File: config.mk
export PLATFORM = sky130hd
export DESIGN_NAME = acc_mode_controller
export DESIGN_NICKNAME = d
export VERILOG_FILES = /design/src/rtl/acc_pkg.sv /design/src/rtl/acc_watchdog.sv /design/src/rtl/acc_mode_controller.sv
export SDC_FILE = /design/constraint.sdc
export NUM_CORES = 1
export LEC_CHECK = 0
export ABC_AREA = 1
export BUFFER_PORTS_ARGS = -buffer_cell sky130_fd_sc_hd__buf_2
export CORE_MARGIN = 2
export CORE_UTILIZATION = 35
export CTS_BUF_LIST = sky130_fd_sc_hd__clkbuf_4 sky130_fd_sc_hd__clkbuf_8 sky130_fd_sc_hd__clkbuf_16
export CTS_CLUSTER_DIAMETER = 100
export DETAILED_ROUTE_END_ITERATION = 7
export PLACE_DENSITY = 0.72
export SLEW_MARGIN = 20
export SYNTH_ARGS = -nofsm -noshare
export SYNTH_HDL_FRONTEND = slang
export SYNTH_HIERARCHICAL = 1
export SYNTH_SLANG_ARGS = --single-unit
File: constraint.sdc
create_clock -name clk -period 2.2 [get_ports clk]
set_input_delay 0.22 -clock clk [delete_from_list [all_inputs] [get_ports clk]]
set_output_delay 0.22 -clock clk [all_outputs]
set_load 0.05 [all_outputs]
File: src/rtl/acc_pkg.sv
// =====================================================================
// Package     : acc_pkg
// Description : Shared types and widths for the adaptive-cruise
//               supervisory logic, plus the throttle ramp helper.
// Revision    : 1.0 - initial release
// =====================================================================
`default_nettype none

package acc_pkg;

  localparam int ACC_STATE_W = 3;
  localparam int ACC_ACT_W   = 8;
  localparam int ACC_SPEED_W = 16;

  typedef enum logic [ACC_STATE_W-1:0] {
    ACC_OFF      = 3'd0,
    ACC_STANDBY  = 3'd1,
    ACC_ACTIVE   = 3'd2,
    ACC_OVERRIDE = 3'd3,
    ACC_FAULT    = 3'd4
  } acc_state_e;

  // One ramp step: rise by at most 'step', fall straight to the target.
  // The sum is kept in 9 bits so cur+step never wraps near full scale.
  function automatic logic [ACC_ACT_W-1:0] acc_ramp(
    input logic [ACC_ACT_W-1:0] cur,
    input logic [ACC_ACT_W-1:0] tgt,
    input logic [ACC_ACT_W:0]   step
  );
    logic [ACC_ACT_W:0] w_limit;
    w_limit = {1'b0, cur} + step;
    if ({1'b0, tgt} > w_limit) begin
      return w_limit[ACC_ACT_W-1:0];
    end
    return tgt;
  endfunction

endpackage

`default_nettype wire

File: src/rtl/acc_watchdog.sv
// =====================================================================
// Module      : acc_watchdog
// Description : Sensor-freshness watchdog. Counts cycles since the last
//               clear pulse, saturating at SENSOR_TIMEOUT; stale is
//               high while the count sits at the limit.
// Revision    : 1.0 - initial release
// =====================================================================
`default_nettype none

module acc_watchdog #(
  parameter int SENSOR_TIMEOUT = 1000
) (
  input  logic clk,
  input  logic reset,
  input  logic clear,
  output logic stale
);

  localparam int c_cnt_w = (SENSOR_TIMEOUT > 0) ? $clog2(SENSOR_TIMEOUT + 1) : 1;
  localparam logic [c_cnt_w-1:0] c_limit = c_cnt_w'(SENSOR_TIMEOUT);

  logic [c_cnt_w-1:0] r_count;

  // Age counter: clear wins, otherwise count up and stick at the limit.
  always_ff @(posedge clk) begin
    if (reset) begin
      r_count <= '0;
    end else if (clear) begin
      r_count <= '0;
    end else if (r_count != c_limit) begin
      r_count <= r_count + 1'b1;
    end
  end

  assign stale = (r_count == c_limit);

endmodule

`default_nettype wire

File: src/rtl/acc_mode_controller.sv
// =====================================================================
// Module      : acc_mode_controller
// Description : Supervisory FSM for the ACC longitudinal pipeline.
//               Selects pipeline or driver commands for the actuators,
//               handles engage, override, cancel and sensor watchdog,
//               and rate-limits throttle rise while ACTIVE.
// Options     : ACC_RESUME_EN - adds resume_req input and set_speed
//               output (resume to last engaged speed).
// Revision    : 1.0 - initial release
// =====================================================================
`default_nettype none

module acc_mode_controller #(
  parameter int SENSOR_TIMEOUT = 1000,
  parameter int OVERRIDE_HOLD  = 200,
  parameter int THR_STEP       = 4,
  parameter int SPEED_MIN      = 30
) (
  input  logic        clk,
  input  logic        reset,
  input  logic        main_sw,
  input  logic        engage_req,
  input  logic        cancel_req,
  input  logic        brake_pedal,
  input  logic [7:0]  accel_pedal,
  input  logic [15:0] vehicle_speed,
  input  logic        sensor_valid,
  input  logic [7:0]  acc_throttle,
  input  logic [7:0]  acc_brake,
`ifdef ACC_RESUME_EN
  input  logic        resume_req,
  output logic [15:0] set_speed,
`endif
  output logic [7:0]  throttle_cmd,
  output logic [7:0]  brake_cmd,
  output logic        acc_active,
  output logic        fault,
  output logic [2:0]  state_out
);

  import acc_pkg::*;

  // Hold counter only needs to reach OVERRIDE_HOLD-1 before the exit fires.
  localparam int c_hold_w = (OVERRIDE_HOLD > 1) ? $clog2(OVERRIDE_HOLD) : 1;
  localparam logic [c_hold_w-1:0]    c_hold_last = c_hold_w'(OVERRIDE_HOLD - 1);
  localparam logic [ACC_SPEED_W-1:0] c_speed_min = ACC_SPEED_W'(SPEED_MIN);
  localparam logic [ACC_ACT_W:0]     c_thr_step  = (ACC_ACT_W + 1)'(THR_STEP);

  acc_state_e           r_state;
  acc_state_e           w_next_state;
  logic [c_hold_w-1:0]  r_hold;
  logic [c_hold_w-1:0]  w_hold_next;
  logic [ACC_ACT_W-1:0] r_throttle;
  logic [ACC_ACT_W-1:0] r_brake;
  logic [ACC_ACT_W-1:0] w_throttle_next;
  logic [ACC_ACT_W-1:0] w_brake_next;
  logic                 r_acc_active;
  logic                 r_fault;
  logic                 w_stale;
  logic                 w_speed_ok;
  logic                 w_pedal_ok;
  logic                 w_engage_ok;
  logic                 w_resume_ok;

  acc_watchdog #(
    .SENSOR_TIMEOUT(SENSOR_TIMEOUT)
  ) u_watchdog (
    .clk  (clk),
    .reset(reset),
    .clear(sensor_valid),
    .stale(w_stale)
  );

  assign w_speed_ok  = (vehicle_speed >= c_speed_min);
  assign w_pedal_ok  = (accel_pedal <= acc_throttle);
  assign w_engage_ok = engage_req && w_speed_ok && !w_stale && !brake_pedal;

`ifdef ACC_RESUME_EN
  logic [ACC_SPEED_W-1:0] r_set_speed;

  assign w_resume_ok = resume_req && (r_set_speed != '0) && w_speed_ok &&
                       !w_stale && !brake_pedal;

  // Remembered cruise speed: captured on a fresh engage, lost with main_sw.
  always_ff @(posedge clk) begin
    if (reset) begin
      r_set_speed <= '0;
    end else if (!main_sw) begin
      r_set_speed <= '0;
    end else if (r_state == ACC_STANDBY && w_engage_ok) begin
      r_set_speed <= vehicle_speed;
    end
  end

  assign set_speed = r_set_speed;
`else
  assign w_resume_ok = 1'b0;
`endif

  // Next-state selection, lower rules overridden by the higher ones below.
  always_comb begin
    w_next_state = r_state;
    case (r_state)
      ACC_OFF:      w_next_state = ACC_STANDBY;
      ACC_STANDBY:  if (w_engage_ok || w_resume_ok) w_next_state = ACC_ACTIVE;
      ACC_ACTIVE: begin
        if (w_stale)                        w_next_state = ACC_FAULT;
        else if (brake_pedal || cancel_req) w_next_state = ACC_STANDBY;
        else if (!w_pedal_ok)               w_next_state = ACC_OVERRIDE;
      end
      ACC_OVERRIDE: begin
        if (w_stale)                             w_next_state = ACC_FAULT;
        else if (brake_pedal || cancel_req)      w_next_state = ACC_STANDBY;
        else if (w_pedal_ok && r_hold == c_hold_last) w_next_state = ACC_ACTIVE;
      end
      ACC_FAULT:    w_next_state = ACC_FAULT;
      default:      w_next_state = ACC_OFF;
    endcase
    if (!main_sw) begin
      w_next_state = ACC_OFF;
    end
  end

  // Hold count of consecutive released-pedal cycles while staying in OVERRIDE.
  always_comb begin
    w_hold_next = '0;
    if (r_state == ACC_OVERRIDE && w_next_state == ACC_OVERRIDE && w_pedal_ok) begin
      w_hold_next = r_hold + 1'b1;
    end
  end

  // Actuator commands for the state being entered.
  always_comb begin
    w_throttle_next = accel_pedal;
    w_brake_next    = '0;
    if (w_next_state == ACC_ACTIVE) begin
      w_throttle_next = acc_ramp(r_throttle, acc_throttle, c_thr_step);
      w_brake_next    = acc_brake;
    end
  end

  // State and registered outputs.
  always_ff @(posedge clk) begin
    if (reset) begin
      r_state      <= ACC_OFF;
      r_hold       <= '0;
      r_throttle   <= '0;
      r_brake      <= '0;
      r_acc_active <= 1'b0;
      r_fault      <= 1'b0;
    end else begin
      r_state      <= w_next_state;
      r_hold       <= w_hold_next;
      r_throttle   <= w_throttle_next;
      r_brake      <= w_brake_next;
      r_acc_active <= (w_next_state == ACC_ACTIVE) || (w_next_state == ACC_OVERRIDE);
      r_fault      <= (w_next_state == ACC_FAULT);
    end
  end

  assign state_out    = r_state;
  assign throttle_cmd = r_throttle;
  assign brake_cmd    = r_brake;
  assign acc_active   = r_acc_active;
  assign fault        = r_fault;

endmodule

`default_nettype wire

## After elaboration in Yosys (flattened, before gate mapping)

Index checks and enable logic that the tools add are counted.

- Bits in registers: 39
- Output and inout bits: 21

- Add/subtract/negate cells: 3
- Order comparisons: 3
- Equal/unequal tests: 10
- Mux-type cells: 14
- Bitwise logic cells: 2
- Reductions and logical operators: 14

Operator list:

| operator | count |
|---|---|
| $mux 3 | 8 |
| $mux 8 | 3 |
| $ge 16x5->1 const B | 1 |
| $pmux 3 s5 | 1 |
| $eq 3x2->1 const B | 4 |
| $add 10x1->10 const B | 1 |
| $eq 10x10->1 const B | 1 |
| $ne 10x10->1 const B | 1 |
| $add 8x3->9 const B | 1 |
| $gt 8x9->1 | 1 |
| $add 8x1->8 const B | 1 |
| $eq 8x8->1 const B | 1 |
| $le 8x8->1 | 1 |
| $eq 3x3->1 const B | 2 |
| $logic_and 1x1->1 | 6 |
| $reduce_or 2->1 | 3 |
| $eq 3x1->1 const B | 1 |
| $logic_not 3->1 | 1 |
| $logic_not 1->1 | 2 |
| $logic_or 1x1->1 | 2 |
| $mux 1 | 2 |
| $not 1->1 | 2 |

## Depth between registers and ports, before layout

- Depth after elaboration: 12
- Gate-level depth with buffers: 17
- Depth with buffers taken out: 17

## By module

Netlist, hierarchy kept.

Modules (own cells, without submodules):

| module | instances | cells an instance | area each (µm²) | seq. area each (µm²) |
|---|---|---|---|---|
| acc_mode_controller | 1 | 249 | 1788.0 | 580.6 |
| acc_watchdog | 1 | 84 | 570.5 | 200.2 |

## Worst setup path after synthesis

Ideal clock, no wire load.

- Path type: reg2reg
- Start point: reg r_throttle[2] (netlist: throttle_cmd[2])
- End point: reg r_throttle[2] (netlist: throttle_cmd[2])
- Setup time: 116 ps
- Arrival time: 2439 ps
- Required time: 2084 ps
- Setup slack: -355 ps
- Stages on the path, launching flop included: 15
- Buffers on the path: 1
- Cells stage by stage: dfxtp_1 ha_1 nand3_1 xor2_1 ha_1 a21o_1 nand3_2 nand2_1 nor2_2 nand2_2 nand2_4 buf_12 o21ai_0 nor2_1 nor2_1

- Word-level cells in the longest chain between the ends: 6
- Elaborated cells on any way between the ends: 7
- Those cells by class: add/sub: 1; order compare: 1; mux: 5

RTL lines:

| item | RTL line | RTL |
|---|---|---|
| start, declared | acc_mode_controller.sv:53 | `logic [ACC_ACT_W-1:0] r_throttle;` |
| start signal, assigned | acc_mode_controller.sv:154 | `r_throttle <= w_throttle_next;` |
| $add 8x3->9 * | acc_pkg.sv:31 | `w_limit = {1'b0, cur} + step;` |
| $gt 8x9->1 | acc_pkg.sv:32 | `if ({1'b0, tgt} > w_limit) begin` |
| $mux 1 | acc_pkg.sv:32 |  |
| $mux 1 | acc_mode_controller.sv:136 | `if (w_next_state == ACC_ACTIVE) begin` |
| $mux 8 * | acc_pkg.sv:35 | `return tgt;` |
| $mux 8 * | acc_mode_controller.sv:136 |  |

Every way passes the cells marked *; elsewhere a longest branch is shown, timed or not. The select of a mux whose other input is x is not followed.
A chain may end at the register's enable or synchronous reset.

## Worst setup path after layout

- Start point: reg r_throttle[2] (netlist: throttle_cmd[2])
- End point: reg r_throttle[1] (netlist: throttle_cmd[1])

- Word-level cells in the longest chain between the ends: 6

RTL lines:

| item | RTL line |
|---|---|
| $add 8x3->9 | acc_pkg.sv:31 |
| $gt 8x9->1 | acc_pkg.sv:32 |
| $mux 1 | acc_pkg.sv:32 |
| $mux 1 | acc_mode_controller.sv:136 |
| $mux 8 | acc_pkg.sv:35 |
| $mux 8 | acc_mode_controller.sv:136 |

No other way between the ends. The select of a mux whose other input is x is not followed.

==> run_results.csv <==
group,metric,value,unit
critical_path,required,2.43,ns
final_layout,seq_area,796,um^2
timing,max_slew_margin,82.9,%
global_route,antenna_found_initial,0,
clock_network,clk_latency,0.29,ns
status,status,"finished, violations left",
timing,fin_worst_skew,0.00762,ns
timing,timing.fmax,444,MHz
critical_path,slowest_stage,"dfxtp_4",
routing,vias,2246,
die,ios,68,
final_layout,multiInputGateArea,0.00148,mm^2
global_route,track_usage,14.4,%
final_layout,nets,481,
power_and_ir_drop,max-vdd-ir-drop,0.000208,V
power_and_ir_drop,power_frac_seq,45.5,%
critical_path,cp-start-kind,"register",
timing,grt_setup_unrepaired,"true",
hold_path,min_path_cells,3,
final_layout,num-fill-cells,660,
logic_synthesis,synthFlopType,"dfxtp_1",
logic_synthesis,yosysSeqAreaShare,33.1,%
critical_path,crit_chain,"ha_4 -> nand3_4 -> xor2_2 -> ha_1 -> nand2_1 -> inv_2 -> nand3_2 -> nand3b_1 -> nand2_2 -> nand2_8 -> buf_6 -> nor3_2 -> nor2_1 -> nor2_1",
clock_network,clockBufferDepth,2,
timing,fin_setup_tns,-0.200,ns
logic_synthesis,avgSynthCellArea,7.08,um^2
routing,avgViaCountPerCell,4.57,
routing,first_pass_iters,4,
logic_synthesis,synth_edf_count,0,
timing,tightest_slew,0.256,ns
die,initial_core_util,36.7,%
status,violations,"negative setup slack",
logic_synthesis,yosys_warnings,6,
logic_synthesis,netlist-cell-type-count,30,
die,die_area,0.00741,mm^2
power_and_ir_drop,netSwitchingPower,454,uW
global_route,grt_pass1_wl,8.63,mm
critical_path,cp-end-kind,"register",
power_and_ir_drop,p_int,1.15,mW
timing,hold_violations,0,
clock_network,cts.sink_count,39,
critical_path,arrival,2.48,ns
critical_path,critPathKind,"reg -> reg",
clock_network,cts-htree-levels,2,
timing,fin_crit,2.25,ns
final_layout,diodes,0,
die,rows,29,
final_layout,stdcell_area,0.00310,mm^2
place,placement.cell_area,0.00280,mm^2
critical_path,crit_cells,14,
final_layout,utilization,48.3,%
final_layout,layout-drive-gt1-share,33.5,%
die,die_height,86.1,um
routing,drt_wl_total,5.44,mm
timing,maxSlewViolCount,0,
logic_synthesis,async_flop_share,0,%
logic_synthesis,synth_seq_cells,39,
power_and_ir_drop,comb_power_share,20.1,%
logic_synthesis,synth_area_leaders,"dfxtp_1 (33%), ha_1 (11%), nand2_1 (10%), nor2_1 (10%), inv_1 (8.1%)",
critical_path,crit_family,"simple AND/OR/NAND/NOR gates",
critical_path,worstPathMaxFanout,6,
global_route,grt_pass1_vias,1989,
routing,wire_per_inst,11.0,um
die,die_x,86.1,um
logic_synthesis,synthCells,333,
clock_network,cts_hold_buf,0,
final_layout,syn_to_final_growth,31.6,%
critical_path,crit_top_cell,"nor2_1",
critical_path,ff2ff_path_depth,14,
logic_synthesis,yosysMostFrequentCell,"nand2_1",
critical_path,r2r_slack,-0.05,ns
power_and_ir_drop,leakagePower,1.54,nW
job,maxCapViolCount,0,
clock_network,cts_tree,"yes",
routing,final_antenna_net_count,0,
power_and_ir_drop,power_density,518,mW/mm^2
global_route,grt_max_degree,17,
critical_path,max_stage_delay,0.39,ns
die,coreArea,0.00642,mm^2
global_route,grt_overflow,0,
timing,worst_slack,-0.0523,ns
power_and_ir_drop,switching_share,28.2,%
logic_synthesis,synth_top_area_share,33.1,%
logic_synthesis,yosysTopAreaCell,"dfxtp_1",
timing,whs,0.136,ns
critical_path,path_buf_inv,2,
place,gp_congestion,0.805,
logic_synthesis,syn-cell-area,0.00236,mm^2
clock_network,cts.clk_slew.worst_paths,0.08,ns
timing,setup_viol,6,
timing,period_share,102,%
place,hpwlAfterDp,4.09,mm
hold_path,hold_path.class,"in -> reg",
place,portBuffers,66,
clock_network,cts_inserted_buffers,5,
clock_network,root_buffer,"clkbuf_8",
logic_synthesis,synth_commonest_cells,"nand2_1 (65), nor2_1 (64), inv_1 (51), dfxtp_1 (39), ha_1 (20)",
routing,drc,0,
power_and_ir_drop,pwr-share-clk,34.5,%
routing,drt_iter0_drc,67,
logic_synthesis,synth_nets,400,
[cells by family after synthesis]
group | Yosys count | share of synthesized area (%)
simple gates | 177 | 34.6
buf+inv | 55 | 9.76
flops | 39 | 33.1
compound gates | 32 | 8.17
fa+ha+maj | 20 | 10.6
xor+xnor | 10 | 3.71
[cells in the final DEF (no fill, tap or decap), drive strengths merged]
cell    synthesis  final
buf             2     77
nand2          72     72
nor2           71     71
inv            52     52
dfxtp          39     39
ha             20     20
o21ai          15     15
nand3          15     15
a21oi          10     10
clkbuf          1      8
xor2            8      8
nand4           7      7
nor3            5      5
a21o            4      4
nand3b          3      3
o21a            2      2
nor4            2      2
nor3b           2      2
xnor2           2      2
a21boi          1      1
[state kept, by name (all words and copies together) (netlist names)]
register	cells
u_watchdog/r_count	10
brake_cmd	8
r_hold	8
throttle_cmd	8
state_out	3
acc_active	1
fault	1
[worst paths after layout]
path,startpoint,to
hold / removal,acc_brake[0],brake_cmd[0]
setup / recovery,throttle_cmd[2],throttle_cmd[1]
setup reg to reg,throttle_cmd[2],throttle_cmd[1]
hold reg to reg,r_hold[0],r_hold[0]
[what timing repair did]
action / CTS / global route
setup endpoints to repair: 0 / 24
setup buffers: 0 / 8
gates resized for setup: 0 / 35
[worst reg2reg max path: stages, from the launching register on]
cell and delay, ns:
dfxtp_4 0.39, ha_4 0.16, nand3_4 0.08, xor2_2 0.16
ha_1 0.30, nand2_1 0.07, inv_2 0.07, nand3_2 0.08
nand3b_1 0.18, nand2_2 0.14, nand2_8 0.07, buf_6 0.15
nor3_2 0.16, nor2_1 0.06, nor2_1 0.12
[power groups by stage]
stage	registers (mW)	clock network [mW]	logic, mW
after floorplan	0.777	0	0.146
after global placement	0.744	0	0.251
after detailed placement	0.745	0	0.259
after CTS	0.728	0.573	0.260
after global routing	0.733	0.604	0.361
final	0.731	0.554	0.323
[final cells by class]
class                   count  share of cell area (%)
clock buffers               8                    3.35
well taps                  77                    3.10
repair buffers             77                    13.8
flip-flops and latches     39                    25.6
inverters                  52                    6.37
multi-input cells         239                    47.8
[per-layer routing]
layer,share of wire (%),track usage (%)
met4,1.3,5.05
met1,45,18.7
met2,47,23.3
met5,0,0
met3,6.1,3.27
[stage by stage]
| stage | power, mW | instances | setup slack, ns |
|---|---|---|---|
| after floorplan | 0.923 | 333 | 0.0435 |
| after global placement | 0.996 | 476 | 0.0696 |
| after detailed placement | 1.00 | 476 | 0.0441 |
| after CTS | 1.56 | 484 | 0.00366 |
| after global routing | 1.70 | 492 | -0.210 |
| final | 1.61 | 492 | -0.0523 |
No activity file was read; power rests on OpenSTA's default activity.
